<file path="config.mk">
export PLATFORM = sky130hd
export DESIGN_NAME = paddle_array
export DESIGN_NICKNAME = d
export VERILOG_FILES = /design/src/rtl/paddle_pkg.sv /design/src/rtl/paddle_array_channel.sv /design/src/rtl/paddle_array.sv
export SDC_FILE = /design/constraint.sdc
export NUM_CORES = 1
export LEC_CHECK = 0
export ABC_AREA = 1
export ABC_CLOCK_PERIOD_IN_PS = 2900
export CAP_MARGIN = 20
export CORE_MARGIN = 5
export CORE_UTILIZATION = 50
export DETAILED_ROUTE_END_ITERATION = 8
export PLACE_DENSITY = 0.77
export SYNTH_ARGS = -nofsm -noshare
export SYNTH_HDL_FRONTEND = slang
export SYNTH_SLANG_ARGS = --single-unit
</file>
<file path="constraint.sdc">
create_clock -name clk -period 2.9 [get_ports clk]
set_input_delay 0.58 -clock clk [delete_from_list [all_inputs] [get_ports clk]]
set_output_delay 0.58 -clock clk [all_outputs]
set_load 0.005 [all_outputs]
</file>
<file path="src/rtl/paddle_pkg.sv">
// Shared types and constants for the paddle array and its per-channel controller.
package paddle_pkg;

    typedef enum logic [1:0] {
        IDLE = 2'd0,
        INC  = 2'd1,
        DEC  = 2'd2
    } paddle_state_e;

    localparam logic [1:0] BTN_INC = 2'b01;
    localparam logic [1:0] BTN_DEC = 2'b10;

    // Bits needed to hold a step value in 0..dy_max
    function automatic int step_width(input int dy_max);
        return (dy_max < 1) ? 1 : $clog2(dy_max + 1);
    endfunction

    // Bits needed to hold a hold count in 0..accel_ticks
    function automatic int hold_width(input int accel_ticks);
        return (accel_ticks < 1) ? 1 : $clog2(accel_ticks + 1);
    endfunction

endpackage

</file>
<file path="src/rtl/paddle_array_channel.sv">
// One paddle channel: direction FSM, accelerating step, hold counter and
// saturating position clamp. Updates only on move_tick; recenter wins.
module paddle_channel
    import paddle_pkg::*;
#(
    parameter int YBIT_WIDTH      = 10,
    parameter int TOP_BOUNDARY    = 0,
    parameter int BOTTOM_BOUNDARY = 479,
    parameter int RESET_Y         = 240,
    parameter int DY_MIN          = 1,
    parameter int DY_MAX          = 4,
    parameter int ACCEL_TICKS     = 2
) (
    input  logic                clk,
    input  logic                rst,
    input  logic                recenter,
    input  logic                move_tick,
    input  logic [1:0]          btn,
    output logic [YBIT_WIDTH:0] y_pos,
    output logic                at_top,
    output logic                at_bottom
);

    localparam int SW = step_width(DY_MAX);
    localparam int HW = hold_width(ACCEL_TICKS);
    localparam int YW = YBIT_WIDTH + 1;
    localparam int AW = YBIT_WIDTH + 2;

    localparam logic [SW-1:0] STEP_MIN = SW'(DY_MIN);
    localparam logic [SW-1:0] STEP_MAX = SW'(DY_MAX);
    localparam logic [HW-1:0] HOLD_LIM = HW'(ACCEL_TICKS);
    localparam logic [YW-1:0] Y_RESET  = YW'(RESET_Y);
    localparam logic [YW-1:0] Y_TOP    = YW'(TOP_BOUNDARY);
    localparam logic [YW-1:0] Y_BOT    = YW'(BOTTOM_BOUNDARY);
    localparam logic [AW-1:0] W_TOP    = AW'(TOP_BOUNDARY);
    localparam logic [AW-1:0] W_BOT    = AW'(BOTTOM_BOUNDARY);

    paddle_state_e state_q, state_d, dir;
    logic [SW-1:0] step_q, step_d, mv, base_step;
    logic [HW-1:0] hold_q, hold_d, hold_n;
    logic [YW-1:0] y_q, y_d;
    logic [AW-1:0] y_w, mv_w, sum_w;

    // State, step, hold and position registers
    always_ff @(posedge clk or posedge rst) begin
        if (rst) begin
            state_q <= IDLE;
            step_q  <= STEP_MIN;
            hold_q  <= '0;
            y_q     <= Y_RESET;
        end else begin
            state_q <= state_d;
            step_q  <= step_d;
            hold_q  <= hold_d;
            y_q     <= y_d;
        end
    end

    // Direction decode, acceleration and clamped next position
    always_comb begin
        state_d   = state_q;
        step_d    = step_q;
        hold_d    = hold_q;
        y_d       = y_q;
        dir       = IDLE;
        mv        = step_q;
        base_step = step_q;
        hold_n    = hold_q;
        y_w       = AW'(y_q);
        mv_w      = '0;
        sum_w     = '0;

        if (btn == BTN_INC)      dir = INC;
        else if (btn == BTN_DEC) dir = DEC;

        if (recenter) begin
            state_d = IDLE;
            step_d  = STEP_MIN;
            hold_d  = '0;
            y_d     = Y_RESET;
        end else if (move_tick) begin
            if (dir == IDLE) begin
                state_d = IDLE;
                step_d  = STEP_MIN;
                hold_d  = '0;
            end else begin
                if (dir == state_q) begin
                    mv        = step_q;
                    base_step = step_q;
                    hold_n    = hold_q + HW'(1);
                end else begin
                    mv        = STEP_MIN;
                    base_step = STEP_MIN;
                    hold_n    = HW'(1);
                end
                state_d = dir;
                if (hold_n == HOLD_LIM) begin
                    step_d = (base_step < STEP_MAX) ? base_step + SW'(1) : STEP_MAX;
                    hold_d = '0;
                end else begin
                    step_d = base_step;
                    hold_d = hold_n;
                end
                mv_w = AW'(mv);
                if (dir == INC) begin
                    sum_w = y_w + mv_w;
                    y_d   = (sum_w > W_BOT) ? Y_BOT : sum_w[YW-1:0];
                end else begin
                    sum_w = y_w - mv_w;
                    y_d   = (y_w < W_TOP + mv_w) ? Y_TOP : sum_w[YW-1:0];
                end
            end
        end
    end

    assign y_pos     = y_q;
    assign at_top    = (y_q == Y_TOP);
    assign at_bottom = (y_q == Y_BOT);

endmodule

</file>
<file path="src/rtl/paddle_array.sv">
// Multi-player paddle controller: shared move-tick generator, recenter fan-out
// and one paddle_channel per player. Optional button synchronizer/debouncer
// is enabled with macro PADDLE_DEBOUNCE_EN.
module paddle_array
    import paddle_pkg::*;
#(
    parameter int NUM_PADDLES     = 2,
    parameter int YBIT_WIDTH      = 10,
    parameter int TOP_BOUNDARY    = 0,
    parameter int BOTTOM_BOUNDARY = 479,
    parameter int RESET_Y         = 240,
    parameter int DY_MIN          = 1,
    parameter int DY_MAX          = 4,
    parameter int ACCEL_TICKS     = 2,
    parameter int TICK_DIV        = 833333
) (
    input  logic                                  clk,
    input  logic                                  rst,
    input  logic                                  recenter,
    input  logic [NUM_PADDLES-1:0][1:0]           btn,
    output logic [NUM_PADDLES-1:0][YBIT_WIDTH:0]  yPos,
    output logic [NUM_PADDLES-1:0]                at_top,
    output logic [NUM_PADDLES-1:0]                at_bottom,
    output logic                                  move_tick
);

    localparam int CW = (TICK_DIV > 1) ? $clog2(TICK_DIV) : 1;
    localparam logic [CW-1:0] CNT_LAST = CW'(TICK_DIV - 1);

    logic [CW-1:0] cnt_q, cnt_nxt;
    logic          tick_q;
    logic [NUM_PADDLES-1:0][1:0] btn_eff;

    // Next tick-counter value, wrapping at TICK_DIV-1
    always_comb begin
        cnt_nxt = (cnt_q == CNT_LAST) ? '0 : cnt_q + CW'(1);
    end

    // Tick register is loaded with the decode of the next count so it is
    // high exactly while cnt_q == TICK_DIV-1, yet still a flop output.
    always_ff @(posedge clk or posedge rst) begin
        if (rst) begin
            cnt_q  <= '0;
            tick_q <= 1'b0;
        end else begin
            cnt_q  <= cnt_nxt;
            tick_q <= (cnt_nxt == CNT_LAST);
        end
    end

    assign move_tick = tick_q;

`ifdef PADDLE_DEBOUNCE_EN
    logic [NUM_PADDLES-1:0][1:0]      sync1_q, sync2_q, deb_q;
    logic [NUM_PADDLES-1:0][1:0][1:0] dcnt_q;

    // Two-flop synchronizer, then accept a new level after 4 differing ticks
    always_ff @(posedge clk or posedge rst) begin
        if (rst) begin
            sync1_q <= '0;
            sync2_q <= '0;
            deb_q   <= '0;
            dcnt_q  <= '0;
        end else begin
            sync1_q <= btn;
            sync2_q <= sync1_q;
            if (tick_q) begin
                for (int unsigned i = 0; i < NUM_PADDLES; i++) begin
                    for (int unsigned b = 0; b < 2; b++) begin
                        if (sync2_q[i][b] != deb_q[i][b]) begin
                            if (dcnt_q[i][b] == 2'd3) begin
                                deb_q[i][b]  <= sync2_q[i][b];
                                dcnt_q[i][b] <= '0;
                            end else begin
                                dcnt_q[i][b] <= dcnt_q[i][b] + 2'd1;
                            end
                        end else begin
                            dcnt_q[i][b] <= '0;
                        end
                    end
                end
            end
        end
    end

    assign btn_eff = deb_q;
`else
    assign btn_eff = btn;
`endif

    for (genvar i = 0; i < NUM_PADDLES; i++) begin : g_ch
        paddle_channel #(
            .YBIT_WIDTH      (YBIT_WIDTH),
            .TOP_BOUNDARY    (TOP_BOUNDARY),
            .BOTTOM_BOUNDARY (BOTTOM_BOUNDARY),
            .RESET_Y         (RESET_Y),
            .DY_MIN          (DY_MIN),
            .DY_MAX          (DY_MAX),
            .ACCEL_TICKS     (ACCEL_TICKS)
        ) u_ch (
            .clk       (clk),
            .rst       (rst),
            .recenter  (recenter),
            .move_tick (tick_q),
            .btn       (btn_eff[i]),
            .y_pos     (yPos[i]),
            .at_top    (at_top[i]),
            .at_bottom (at_bottom[i])
        );
    end

endmodule

</file>
==> flow_summary.toml <==
[finish]
fillers = 789
layout_commonest_cell = "nand2_1"
nNetsFinal = 747
n_antenna_cell = 0
mostFrequentLayoutCells = "124 x nand2_1, 83 x inv_1, 68 x nor2_1"
drive_gt1_frac = 0.218
areaGrowthSynthToFinish_pct = 28.2

[placement]
dp_slack_ns = -0.780
gp_congestion = 0.965
hpwl_um = 8960
io_buffers = 33

[route]
via_per_inst = 5.52
dr.pass1.iters = 5
wl_per_cell_um = 14.6
drt_iter0_drc = 255
vias = 4579
wirelength_um = 12100
drc = 0
ant_nets = 0

[synthesis]
synth-seq-cells = 57
syn_inst = 629
syn_area_per_cell_um2 = 7.01
yosysWarnings = 0
yosysSeqAreaShare = 0.326
mappedNetlistNets = 660
synth_cell_types = 36
synth_area_um2 = 4410

[setup_path]
critPathLaunch = "btn[3]"
crit_arrival_ns = 3.00
critPathMaxFanout = 5
endpoint = "g_ch[1].u_ch.y_pos[1]"
path_class = "input pin to flop"
critPathCaptureType = "flop"
r2r-start = "g_ch[0].u_ch.state_q[1]"
rr_endpoint = "g_ch[0].u_ch.y_pos[2]"
reg2reg_depth = 16
start_kind = "input pin"
r2r_slack_ns = 0.33
required_ns = 3.13

[die]
ios = 34
core_area_um2 = 8680
fp.dieH_um = 104
fp.dieW_um = 104
initial_utilization = 0.508
rows = 34
design.die.area_um2 = 10800

[clock_network]
holdBufCountCts = 0
cts_made_buffers = 9
clk_pin_slew_worst_paths_ns = 0.08
cts_tree = "yes"
ctsRootBufferMaster = "clkbuf_8"
cts-htree-levels = 3
cts.sinks = 57
clock_path_buffers = 2
clkLatencyLatePin_ns = 0.34

[sta]
hold_ws_ns = 0.530
worstMarginPinSlew_ns = 0.484
fin_crit_ns = 2.76
maxSlewHeadroom = 0.675
period_share = 0.953
rsz0062_at_grt = "yes"
slew_viol_final = 0
finalClockSkew_ns = 0.0117
max_freq_mhz = 362
hold_viol = 0
fin_ws_ns = 0.136
fin_setup_tns_ns = 0
setup_viol = 0

[global_route]
grt_max_degree = 58
grt_pass1_vias = 4421
antenna_found_initial = 0
overflow = 0
grt_first_pass_wirelength_um = 20300
track_usage = 0.220

[worst_hold_path]
hp-class = "flop to flop"
min_from = "g_ch[1].u_ch.step_q[0]"

[pwr]
power_density_nw_per_um2 = 311
p_leak_nw = 2.71
irDropWorstVdd_mv = 0.432

[job]
drv_cap = 0

[run_status]
outcome = "completed"
cells in the mapped netlist:
cell / n / area (µm²)
a21boi_0: 2 / 15.0
a21oi_1: 23 / 115
a22oi_1: 4 / 30.0
a31oi_1: 3 / 18.8
buf_2: 2 / 10.0
buf_4: 5 / 37.5
buf_6: 1 / 11.3
clkbuf_1: 2 / 7.51
clkinv_1: 4 / 15.0
dfrtp_1: 47 / 1180
dfstp_2: 10 / 263
fa_1: 4 / 80.1
ha_1: 20 / 250
inv_1: 94 / 353
inv_2: 1 / 3.75
nand2_1: 138 / 518
nand2_2: 4 / 25.0
nand3_1: 46 / 230
nand3_2: 2 / 20.0
nand3b_1: 3 / 22.5
nand4_1: 28 / 175
nor2_1: 75 / 282
nor2_2: 2 / 12.5
nor2_4: 3 / 33.8
nor3_1: 15 / 75.1
nor3_2: 4 / 40.0
nor4_1: 6 / 37.5
o21ai_0: 40 / 200
o21ai_1: 1 / 5.00
o21bai_1: 2 / 15.0
o22ai_1: 1 / 6.26
o31ai_1: 1 / 7.51
or2_2: 6 / 37.5
xnor2_1: 5 / 43.8
xnor2_4: 1 / 27.5
xor2_1: 24 / 210
worst min-delay path by stage:
stage	to	slack, ns	cells after the start
detailed placement	g_ch[0].u_ch.state_q[1]	0.50	2
finish	g_ch[1].u_ch.step_q[0]	0.53	2
floorplan	g_ch[0].u_ch.state_q[1]	0.46	2
global placement	g_ch[1].u_ch.step_q[0]	0.49	2
CTS	g_ch[1].u_ch.step_q[0]	0.53	2
global route	g_ch[1].u_ch.step_q[0]	0.56	2
sequential cells by signal (all words and copies together) (netlist names):
name and count:
g_ch.u_ch.y_pos 22, g_ch.u_ch.state_q 4, g_ch.u_ch.step_q 6, move_tick 1, g_ch.u_ch.hold_q 4, cnt_q 20
logic make-up (layout without fill, tap and decap cells):
family,count (synthesis),count (layout),share of synthesized area
adder cells (fa/ha/maj),24,24,0.0749
buffers and inverters,109,201,0.0993
AND/OR/NAND/NOR,332,332,0.342
flip-flops,57,57,0.326
AO/OA/AOI/OAI,77,77,0.0936
XOR/XNOR,30,30,0.0638
metal layers:
metal	vias to the layer above	wire length (µm)	GRT usage
li1	2208	-	-
met1	2176	5050	0.281
met2	167	6020	0.372
met3	28	745	0.0372
met4	0	270	0.0851
met5	-	0	0
power breakdown:
part           leakage, nW  internal, W            switching, W  total (W)
Clock                0.110     0.000491                0.000369   0.000860
Combinational         1.85    0.0000384               0.0000649   0.000103
Sequential           0.746     0.000795  0.00000000000000000104   0.000795
through the flow:
stage	cell area (µm²)	instances	utilization	power, W
5_1_grt	5660	829	0.652	0.00182
3_5_place_dp	5220	811	0.602	0.000905
6_report	5660	829	0.652	0.00176
4_1_cts	5520	828	0.636	0.00176
2_1_floorplan	4430	629	-	0.000859
3_3_place_gp	5220	811	0.602	0.000902
layout make-up:
type / instances / area [µm²] / share of cell area
clock buffers: 9 / 124 / 0.0219
clock inverters: 7 / 103 / 0.0181
inverters: 99 / 374 / 0.0662
multi-input cells: 463 / 2750 / 0.486
flip-flops and latches: 57 / 1440 / 0.255
well taps: 108 / 135 / 0.0239
repair buffers: 86 / 733 / 0.130
worst max-delay path, stage by stage:
cell           delay, ns
dlygate4sd2_1       0.25
buf_4               0.15
ha_4                0.15
nand2_2             0.06
nand2_2             0.07
nand2_4             0.10
inv_2               0.05
nand2_2             0.08
ha_4                0.13
inv_2               0.04
fa_2                0.36
inv_2               0.07
nand2_2             0.07
nand2_4             0.09
nand4_1             0.09
nand2_1             0.09
nand2_2             0.07
nor2_4              0.15
nand2_2             0.11
o21ai_0             0.15
o21ai_1             0.08
what timing repair did:
item,4_1_cts,5_1_grt
gates resized for setup,34,41
pin swaps,14,18
setup endpoints to repair,22,23
buffers inserted,1,1
Note: power is estimated with default switching activity, not from simulation.
